### config.mk
export PLATFORM = sky130hd
export DESIGN_NAME = player_action_tx
export DESIGN_NICKNAME = d
export VERILOG_FILES = /design/src/rtl/player_action_tx.sv
export SDC_FILE = /design/constraint.sdc
export NUM_CORES = 1
export LEC_CHECK = 0
export CORE_MARGIN = 2
export CORE_UTILIZATION = 40
export DETAILED_ROUTE_END_ITERATION = 10
export SLEW_MARGIN = 15
export SYNTH_ARGS = -nofsm -noshare
export SYNTH_HDL_FRONTEND = slang
export SYNTH_SLANG_ARGS = --single-unit
### constraint.sdc
create_clock -name clk -period 5 [get_ports clk]
set_clock_uncertainty 0.05 [all_clocks]
set_input_delay 1 -clock clk [delete_from_list [all_inputs] [get_ports clk]]
set_output_delay 1 -clock clk [all_outputs]
set_load 0.02 [all_outputs]
### src/rtl/player_action_tx.sv
// -----------------------------------------------------------------------------
// player_action_tx
// -----------------------------------------------------------------------------
// Remote-pad end of the player action link. Serialises the player's 3-bit
// action code into 10-bit UART-style frames (start, 8 data bits LSB first,
// stop) on a single idle-high wire. A frame is launched whenever the action
// differs from the last one sent, and a keepalive frame is launched every
// FRAME_PERIOD cycles so the receiving server can detect a dead cable.
//
// Payload byte:
//   [2:0] action   [4:3] sequence number of this frame   [5] player_id
//   [6]   frame marker (always 1)   [7] parity bit
//
// Optional feature macro: PLAYER_ACTION_TX_PARITY_EN
//   defined   : bit[7] = ^bit[6:0] (even parity over the whole byte)
//   undefined : bit[7] = 0
//   Frame length and timing are the same either way.
//
// Parameters:
//   BAUD_DIV     - clock cycles per line bit (default 100 MHz / 115200)
//   FRAME_PERIOD - keepalive interval in clock cycles (default 60 Hz)
//
// Ports:
//   clk       in   system clock
//   rst_n     in   synchronous, active-high reset (historic port name)
//   action    in   [2:0] debounced action code, compared every IDLE cycle
//   player_id in   0 = player1, 1 = player2, sampled at frame launch
//   tx        out  serial line, idle high (registered)
//   busy      out  high while a frame is on the line (registered)
//   seq       out  [1:0] sequence number of the most recently launched frame
// -----------------------------------------------------------------------------
module player_action_tx #(
  parameter int unsigned BAUD_DIV     = 868,
  parameter int unsigned FRAME_PERIOD = 1666667
) (
  input  logic       clk,
  input  logic       rst_n,
  input  logic [2:0] action,
  input  logic       player_id,
  output logic       tx,
  output logic       busy,
  output logic [1:0] seq
);

  // Counter widths: wide enough for the largest value each counter holds.
  localparam int unsigned BAUD_W  = (BAUD_DIV > 1)     ? $clog2(BAUD_DIV)     : 1;
  localparam int unsigned TIMER_W = (FRAME_PERIOD > 1) ? $clog2(FRAME_PERIOD) : 1;

  localparam logic [BAUD_W-1:0]  BAUD_LAST  = BAUD_W'(BAUD_DIV - 1);
  localparam logic [TIMER_W-1:0] TIMER_LAST = TIMER_W'(FRAME_PERIOD - 1);
  localparam logic [BAUD_W-1:0]  BAUD_ONE   = BAUD_W'(1);
  localparam logic [TIMER_W-1:0] TIMER_ONE  = TIMER_W'(1);

`ifdef PLAYER_ACTION_TX_PARITY_EN
  localparam logic PARITY_EN = 1'b1;
`else
  localparam logic PARITY_EN = 1'b0;
`endif

  typedef enum logic [1:0] {
    S_IDLE  = 2'd0,
    S_START = 2'd1,
    S_DATA  = 2'd2,
    S_STOP  = 2'd3
  } state_e;

  // Bit 7 of the payload: even parity over the low seven bits when enabled,
  // otherwise forced to zero.
  function automatic logic parity_bit(input logic [6:0] low_bits);
    return PARITY_EN & (^low_bits);
  endfunction

  state_e              state_q;
  logic [BAUD_W-1:0]   baud_cnt_q;
  logic [2:0]          bit_idx_q;
  logic [7:0]          byte_q;
  logic [TIMER_W-1:0]  timer_q;
  logic [2:0]          last_sent_q;
  logic [1:0]          seq_q;
  logic                tx_q;
  logic                busy_q;

  logic [1:0]          seq_d;
  logic [6:0]          payload_low_d;
  logic [7:0]          payload_d;
  logic                period_hit_s;
  logic                launch_s;
  logic                baud_end_s;

  // Launch decision and next payload byte, evaluated from the present state.
  always_comb begin
    seq_d         = seq_q + 2'd1;
    payload_low_d = {1'b1, player_id, seq_d, action};
    payload_d     = {parity_bit(payload_low_d), payload_low_d};
    period_hit_s  = (timer_q == TIMER_LAST);
    baud_end_s    = (baud_cnt_q == BAUD_LAST);
    // A change and a keepalive arriving together still make only one frame.
    if (state_q == S_IDLE) begin
      launch_s = (action != last_sent_q) || period_hit_s;
    end else begin
      launch_s = 1'b0;
    end
  end

  // Frame FSM, period timer and registered line outputs.
  always_ff @(posedge clk) begin
    if (rst_n) begin
      state_q     <= S_IDLE;
      baud_cnt_q  <= '0;
      bit_idx_q   <= 3'd0;
      byte_q      <= 8'h00;
      timer_q     <= '0;
      last_sent_q <= 3'b000;
      seq_q       <= 2'd0;
      tx_q        <= 1'b1;
      busy_q      <= 1'b0;
    end else begin
      // Outputs follow the state one cycle later, so tx falls and busy rises
      // on the edge after the launch edge and each bit still lasts BAUD_DIV.
      case (state_q)
        S_IDLE:  tx_q <= 1'b1;
        S_START: tx_q <= 1'b0;
        S_DATA:  tx_q <= byte_q[bit_idx_q];
        S_STOP:  tx_q <= 1'b1;
        default: tx_q <= 1'b1;
      endcase
      busy_q <= (state_q != S_IDLE);

      // The timer restarts on every launch; while a frame is in flight it
      // parks at the last value so an overdue keepalive fires on return to IDLE.
      if (launch_s) begin
        timer_q <= '0;
      end else if (timer_q != TIMER_LAST) begin
        timer_q <= timer_q + TIMER_ONE;
      end else begin
        timer_q <= timer_q;
      end

      case (state_q)
        S_IDLE: begin
          baud_cnt_q <= '0;
          bit_idx_q  <= 3'd0;
          if (launch_s) begin
            byte_q      <= payload_d;
            last_sent_q <= action;
            seq_q       <= seq_d;
            state_q     <= S_START;
          end else begin
            state_q <= S_IDLE;
          end
        end

        S_START: begin
          if (baud_end_s) begin
            baud_cnt_q <= '0;
            state_q    <= S_DATA;
          end else begin
            baud_cnt_q <= baud_cnt_q + BAUD_ONE;
          end
        end

        S_DATA: begin
          if (baud_end_s) begin
            baud_cnt_q <= '0;
            // Index wraps 7 -> 0 on the way out of DATA.
            bit_idx_q  <= bit_idx_q + 3'd1;
            if (bit_idx_q == 3'd7) begin
              state_q <= S_STOP;
            end else begin
              state_q <= S_DATA;
            end
          end else begin
            baud_cnt_q <= baud_cnt_q + BAUD_ONE;
          end
        end

        S_STOP: begin
          // Always pass through IDLE; a new launch is never taken from STOP.
          if (baud_end_s) begin
            baud_cnt_q <= '0;
            state_q    <= S_IDLE;
          end else begin
            baud_cnt_q <= baud_cnt_q + BAUD_ONE;
          end
        end

        default: begin
          baud_cnt_q <= '0;
          bit_idx_q  <= 3'd0;
          state_q    <= S_IDLE;
        end
      endcase
    end
  end

  assign tx   = tx_q;
  assign busy = busy_q;
  assign seq  = seq_q;

endmodule
==> results of run 1 <==
[layer usage]
| metal | part of all wire, % | routed length (um) | track usage [%] |
|---|---|---|---|
| met1 | 52 | 2017 | 19.15 |
| met5 | 0 | 0 | 0 |
| met3 | 3.1 | 121 | 3.448 |
| met4 | 1.9 | 74 | 6.316 |
| met2 | 43 | 1656 | 21.97 |
[cell usage in the layout (no fill, tap or decap), drive strengths merged, types with 5 or more instances in the layout]
master         count
a21oi              7
clkbuf             7
clkdlybuf4s50      9
dfxtp             45
ha                10
inv                8
mux2i              7
nand2             22
nand3              9
nand4              7
nor2              35
nor3               6
o21ai              8
or3                5
or4                5
xnor2             13
xor2              12
[how the worst max path moves through the flow]
stage | end | startpoint | cells after the start | slack (ns)
final | seq[0]$_SDFFE_PP0P_ | action[0] | 5 | 2.52
after global routing | timer_q[10]$_SDFFE_PP0P_ | rst_n | 4 | 2.40
after CTS | timer_q[19]$_SDFFE_PP0P_ | action[0] | 5 | 2.53
after detailed placement | timer_q[3]$_SDFFE_PP0P_ | rst_n | 4 | 2.21
after global placement | seq[0]$_SDFFE_PP0P_ | action[0] | 5 | 2.22
after floorplan | seq[0]$_SDFFE_PP0P_ | action[0] | 4 | 2.77
[logic make-up (layout without fill, tap and decap cells)]
kind of cell | count (synthesis) | after routing | synth area share (%)
adder cells (fa/ha/maj) | 10 | 10 | 5.631
AND/OR/NAND/NOR | 108 | 108 | 24.66
AO/OA/AOI/OAI | 29 | 29 | 10.25
buffers and inverters | 15 | 26 | 3.885
multiplexers | 10 | 10 | 5.180
XOR/XNOR | 25 | 25 | 9.854
flip-flops | 45 | 45 | 40.54
[sequential cells by signal, summed over array words and instances (netlist names)]
name         count
baud_cnt_q      10
bit_idx_q        3
busy             1
byte_q           4
last_sent_q      2
seq              1
state_q          2
timer_q         21
tx               1
[worst register-to-register path: stages, from the launching register on]
cell	delay, ns
dfxtp_1	0.38
nor4b_1	0.54
nand2_1	0.32
o311ai_4	0.68
nor2_1	0.11
[per-stage QoR]
step,hold WS (ns),instances,util [%]
4_1_cts,0.4205,325,44.74
6_report,0.4210,325,44.74
3_5_place_dp,0.4003,317,43.20
3_3_place_gp,0.3932,317,43.20
2_1_floorplan,0.3797,242,-
5_1_grt,0.4488,325,44.74
[power breakdown]
group	leakage, uW	switching, uW	internal [uW]
clock	0.0000385	120	99.0
combinational	0.000403	170	134
sequential	0.000365	37.2	400
total	0.000806	328	632
[area by class of cell]
| cell class | instances | area (um2) | area share [%] |
|---|---|---|---|
| clock inverter | 1 | 7.507 | 0.3085 |
| timing repair buffer | 9 | 90.09 | 3.702 |
| clock buffer | 7 | 76.32 | 3.136 |
| inverter | 9 | 33.78 | 1.388 |
| multi-input combinational | 182 | 1235 | 50.75 |
| sequential | 45 | 900.9 | 37.02 |
| tap | 72 | 90.09 | 3.702 |
==> impl_metrics.py, run 1 <==
metrics = {
    "final_layout": {
        "area_delta_synth_final_pct": 9.516,
        "fillCellCount": 523,
        "final_cell_area_um2": 2434,
        "nets": 268,
        "insertedDiodeCount": 0,
        "drive_above_1_share_pct": 5.929,
    },
    "min_path": {
        "hold_path.startpoint": "baud_cnt_q[0]$_SDFF_PP0_",
        "holdPathEnd": "baud_cnt_q[0]$_SDFF_PP0_",
        "hold_path_class": "flip-flop to flip-flop",
        "hold_path_depth": 1,
    },
    "cts": {
        "clk_pin_slew_worst_paths_ns": 0.08,
        "cts.sink_count": 45,
        "insertion_delay_ns": 0.30,
        "cts_tree": "built",
        "holdBufCountCts": 0,
        "cts-htree-levels": 2,
        "postCtsSetupBuffers": 0,
        "cts_resized": 0,
        "cts_root_buffer": "clkbuf_8",
        "numCtsBuffers": 5,
        "cts_buffer_depth": 2,
    },
    "floorplan": {
        "die_area_um2": 6168,
        "fp.dieW_um": 78.54,
        "core_um2": 5439,
        "num_io_pins": 10,
        "dieHeight_um": 78.54,
        "num_rows": 27,
        "initial_core_util_pct": 40.86,
    },
    "setup_path": {
        "cpPeakStageDelay_ns": 0.48,
        "crit_chain": "clkdlybuf4s50_1 -> xor2_1 -> o31ai_2 -> o31ai_4 -> mux2_2",
        "cp_data_required_time_ns": 5.14,
        "path_delay_family": "compound AO/OA/AOI/OAI gates",
        "critPathSlowestCell": "o31ai_2",
        "timing.rr.start": "timer_q[2]$_SDFFE_PP0P_",
        "criticalPathCategory": "primary input to flip-flop",
        "reg2reg_to": "timer_q[11]$_SDFFE_PP0P_",
        "critPathArrivalTime_ns": 2.62,
        "crit_path_max_fanout": 6,
        "reg2reg_depth": 4,
        "path_buf_inv": 1,
        "end_kind": "flip-flop",
        "start_kind": "primary input",
        "worst-r2r-setup-slack_ns": 2.80,
    },
    "status": {
        "outcome": "complete, no violations",
    },
    "place": {
        "placed_cell_area_um2": 2350,
        "post-place-ws_ns": 2.209,
        "dpl.hpwl_mm": 2.763,
        "gp_congestion": 0.7860,
        "port_buffers": 9,
    },
    "timing": {
        "rsz0062_at_grt": "false",
        "max_freq_ghz": 0.4039,
        "max-slew-margin-rel_pct": 51.99,
        "fin_tns_setup_ns": 0,
        "period_needed_ns": 2.476,
        "report.final.setup_viol": 0,
        "drv_slew": 0,
        "worst_slack_ns": 2.524,
        "worst_pin_slew_ns": 0.7184,
        "fin_crit_sh_pct": 49.52,
        "hold_viol_final": 0,
    },
    "yosys": {
        "synthArstFlopShare_pct": 0,
        "ys_warn_count": 0,
        "synth_common_cells": "45 x dfxtp_1, 35 x nor2_1, 22 x nand2_1, 13 x xnor2_1, 12 x xor2_1",
        "synth_nets": 258,
        "synth_area_um2": 2222,
        "synth.ff_latch_count": 45,
        "yosysTopAreaCell": "dfxtp_1",
        "synth_cells": 242,
        "synth_edf_count": 0,
        "ys_types": 48,
        "synth_most_common_cell": "dfxtp_1",
        "syn_avg_cell_area_um2": 9.182,
        "synth_area_leaders": "dfxtp_1 41%, nor2_1 5.9%, ha_1 5.6%, xnor2_1 5.1%, xor2_1 4.7%",
        "seq_area_frac_synth_pct": 40.54,
        "netlist.area_leader.share_pct": 40.54,
        "ys.flop_type": "dfxtp_1",
    },
    "detailed_routing": {
        "viasPerCell": 5.028,
        "vias": 1634,
        "dr.pass1.iters": 4,
        "drc": 0,
        "wl_per_cell_um": 11.90,
        "final_antenna_net_count": 0,
        "drt_iter0_drc": 58,
        "drt_wl_total_mm": 3.869,
    },
    "global_route": {
        "track_usage_pct": 14.34,
        "grt_pass1_vias": 1521,
        "gr-total-overflow": 0,
        "antenna_found_initial": 0,
        "grt_max_degree": 18,
        "grt_pass1_wl_mm": 6.941,
    },
    "power_and_ir_drop": {
        "leakage_uw": 0.0008065,
        "power_density_nw_per_um2": 394.3,
        "max-vdd-ir-drop_v": 0.0002765,
        "total_power_uw": 959.7,
    },
    "flow_run": {
        "max_cap_viol_count": 0,
    },
}
Note: power is estimated with default switching activity, not from simulation.
==> run 2, diff against run 1 <==
clock period = 2.05 ns   (was 5 ns; I/O delays follow)
==> run 2 against run 1 <==
Die area unchanged; final cell count up 7.1%; sequential share of layout area decreased by 3.0 points; clock-buffer cell count unchanged; utilization up 4.0 points; sequential power up 140%; clock power increased to 3.1 times the previous value; non-clock buffer count grew 23; first-iteration DRC count rose by 10%; routed wire length up 9.3%; global-route usage increased by 1.0 points; largest power group unchanged; highest routed layer unchanged.
==> impl_metrics.py, run 2 (synthesis gave the netlist of run 1 again) <==
metrics = {
    "final_layout": {
        "nets": 291,
        "drive_above_1_share_pct": 15.22,
        "final_cell_mix": "44 x dfxtp_1, 35 x nor2_1, 23 x buf_4, 22 x nand2_1, 13 x xnor2_1",
        "final_common_cell": "dfxtp_1",
        "stdcell_count": 348,
        "largest_reg_flops": 21,
        "top_register": "timer_q",
        "insertedDiodeCount": 0,
        "area_delta_synth_final_pct": 19.31,
        "largestRegisters": "timer_q (21), baud_cnt_q (10), byte_q (4)",
    },
    "power_and_ir_drop": {
        "max-vdd-ir-drop_v": 0.0005956,
        "total_power_uw": 2620,
        "p_comb_share_pct": 33.0,
        "p_clk_share_pct": 26.3,
        "intPower_uw": 1784,
        "switching_power_uw": 835.9,
        "power_density_nw_per_um2": 988.1,
        "swShare_pct": 31.91,
        "power_frac_seq_pct": 40.7,
        "leakage_uw": 0.0009477,
    },
    "cts": {
        "cts_tree": "built",
        "holdBufCountCts": 0,
        "clk_pin_slew_worst_paths_ns": 0.08,
        "cts_buffer_depth": 2,
        "cts-htree-levels": 2,
        "insertion_delay_ns": 0.30,
        "numCtsBuffers": 5,
        "cts.sink_count": 45,
        "cts_root_buffer": "clkbuf_8",
    },
    "setup_path": {
        "critPathArrivalTime_ns": 2.16,
        "start_kind": "flip-flop",
        "critPathSlowestCell": "or4b_1",
        "criticalPathCategory": "flip-flop to flip-flop",
        "crit_path_max_fanout": 8,
        "end_kind": "flip-flop",
        "cp_data_required_time_ns": 2.23,
        "worst-r2r-setup-slack_ns": 0.07,
        "path_buf_inv": 1,
        "path_delay_family": "simple AND/OR/NAND/NOR gates",
        "crit_chain": "inv_1 -> ha_1 -> nand3b_1 -> or4_4 -> or4b_1 -> a21oi_2",
        "cpPeakStageDelay_ns": 0.56,
    },
    "detailed_routing": {
        "viasPerCell": 5.060,
        "dr.pass1.iters": 4,
        "drt_iter0_drc": 64,
        "final_antenna_net_count": 0,
        "drc": 0,
        "vias": 1761,
        "drt_wl_total_mm": 4.228,
        "wl_per_cell_um": 12.15,
    },
    "timing": {
        "worst_pin_slew_ns": 0.4810,
        "period_needed_ns": 1.983,
        "max_freq_ghz": 0.5042,
        "fin_crit_sh_pct": 96.75,
        "rsz0062_at_grt": "true",
        "worst_slack_ns": 0.06659,
        "max-slew-margin-rel_pct": 67.74,
        "drv_slew": 0,
        "report.final.setup_viol": 0,
        "fin_tns_setup_ns": 0,
        "hold_viol_final": 0,
    },
    "floorplan": {
        "dieHeight_um": 78.54,
        "num_io_pins": 10,
        "core_um2": 5439,
        "die_area_um2": 6168,
        "num_rows": 27,
        "initial_core_util_pct": 40.86,
        "fp.dieW_um": 78.54,
    },
    "place": {
        "port_buffers": 9,
        "gp_congestion": 0.7790,
        "dpl.hpwl_mm": 3.109,
        "post-place-ws_ns": -0.1411,
        "place_inst": 340,
    },
    "global_route": {
        "grt_max_degree": 14,
        "grt_pass1_wl_mm": 7.514,
        "track_usage_pct": 15.35,
        "antenna_found_initial": 0,
        "gr-total-overflow": 0,
        "grt_pass1_vias": 1677,
    },
    "min_path": {
        "hold_path_class": "flip-flop to flip-flop",
    },
    "flow_run": {
        "max_cap_viol_count": 0,
    },
    "status": {
        "outcome": "complete, no violations",
    },
}
## run 2: what timing repair did
action / CTS / global route
setup endpoints to repair: 1 / 5
pin swaps: 0 / 1
setup buffers: 0 / 0
resized for setup: 1 / 3
## run 2: power groups by stage
stage | combinational [uW] | clock (uW) | sequential (uW)
2_1_floorplan | 615 | 0 | 1080
3_3_place_gp | 848 | 0 | 1080
3_5_place_dp | 854 | 0 | 1090
4_1_cts | 860 | 704 | 1070
5_1_grt | 965 | 746 | 1080
6_report | 864 | 688 | 1070
## run 2: per-layer routing
metal / global-route usage, % / wire length [um] / vias up / share of wire [%]
li1: - / - / 911 / -
met1: 20.67 / 2119 / 817 / 50
met2: 23.68 / 1868 / 26 / 44
met3: 3.448 / 170 / 7 / 4.0
met4: 6.316 / 70 / 0 / 1.7
met5: 0 / 0 / - / 0
## run 2: worst paths after layout
path,from,end,depth (start not counted)
setup reg to reg,timer_q[0]$_SDFFE_PP0P_,timer_q[1]$_SDFFE_PP0P_,6
hold reg to reg,byte_q[5]$_SDFFE_PP0P_,byte_q[5]$_SDFFE_PP0P_,2
hold / removal,byte_q[5]$_SDFFE_PP0P_,byte_q[5]$_SDFFE_PP0P_,2
setup / recovery,timer_q[0]$_SDFFE_PP0P_,timer_q[1]$_SDFFE_PP0P_,6
## run 2: area by class of cell
class,count,area [um2]
Fill cell,531,2788
Clock buffer,7,86.33
Clock inverter,1,30.03
Timing Repair Buffer,32,262.8
Sequential cell,45,902.1
Multi-Input combinational cell,182,1246
Inverter,9,33.78
Tap cell,72,90.09
## run 2: tightest hold or removal path, cell delays in order (launching register included)
cell and delay [ns]:
dfxtp_1 0.31, nand2_1 0.05, mux2i_1 0.05
## run 2: through the flow
stage | cell area (um2) | util [%] | hold WS (ns)
4_1_cts | 2640 | 48.54 | 0.4149
6_report | 2651 | 48.75 | 0.4110
2_1_floorplan | 2222 | - | 0.3797
3_3_place_gp | 2522 | 46.38 | 0.3937
5_1_grt | 2651 | 48.75 | 0.4471
3_5_place_dp | 2522 | 46.38 | 0.4025
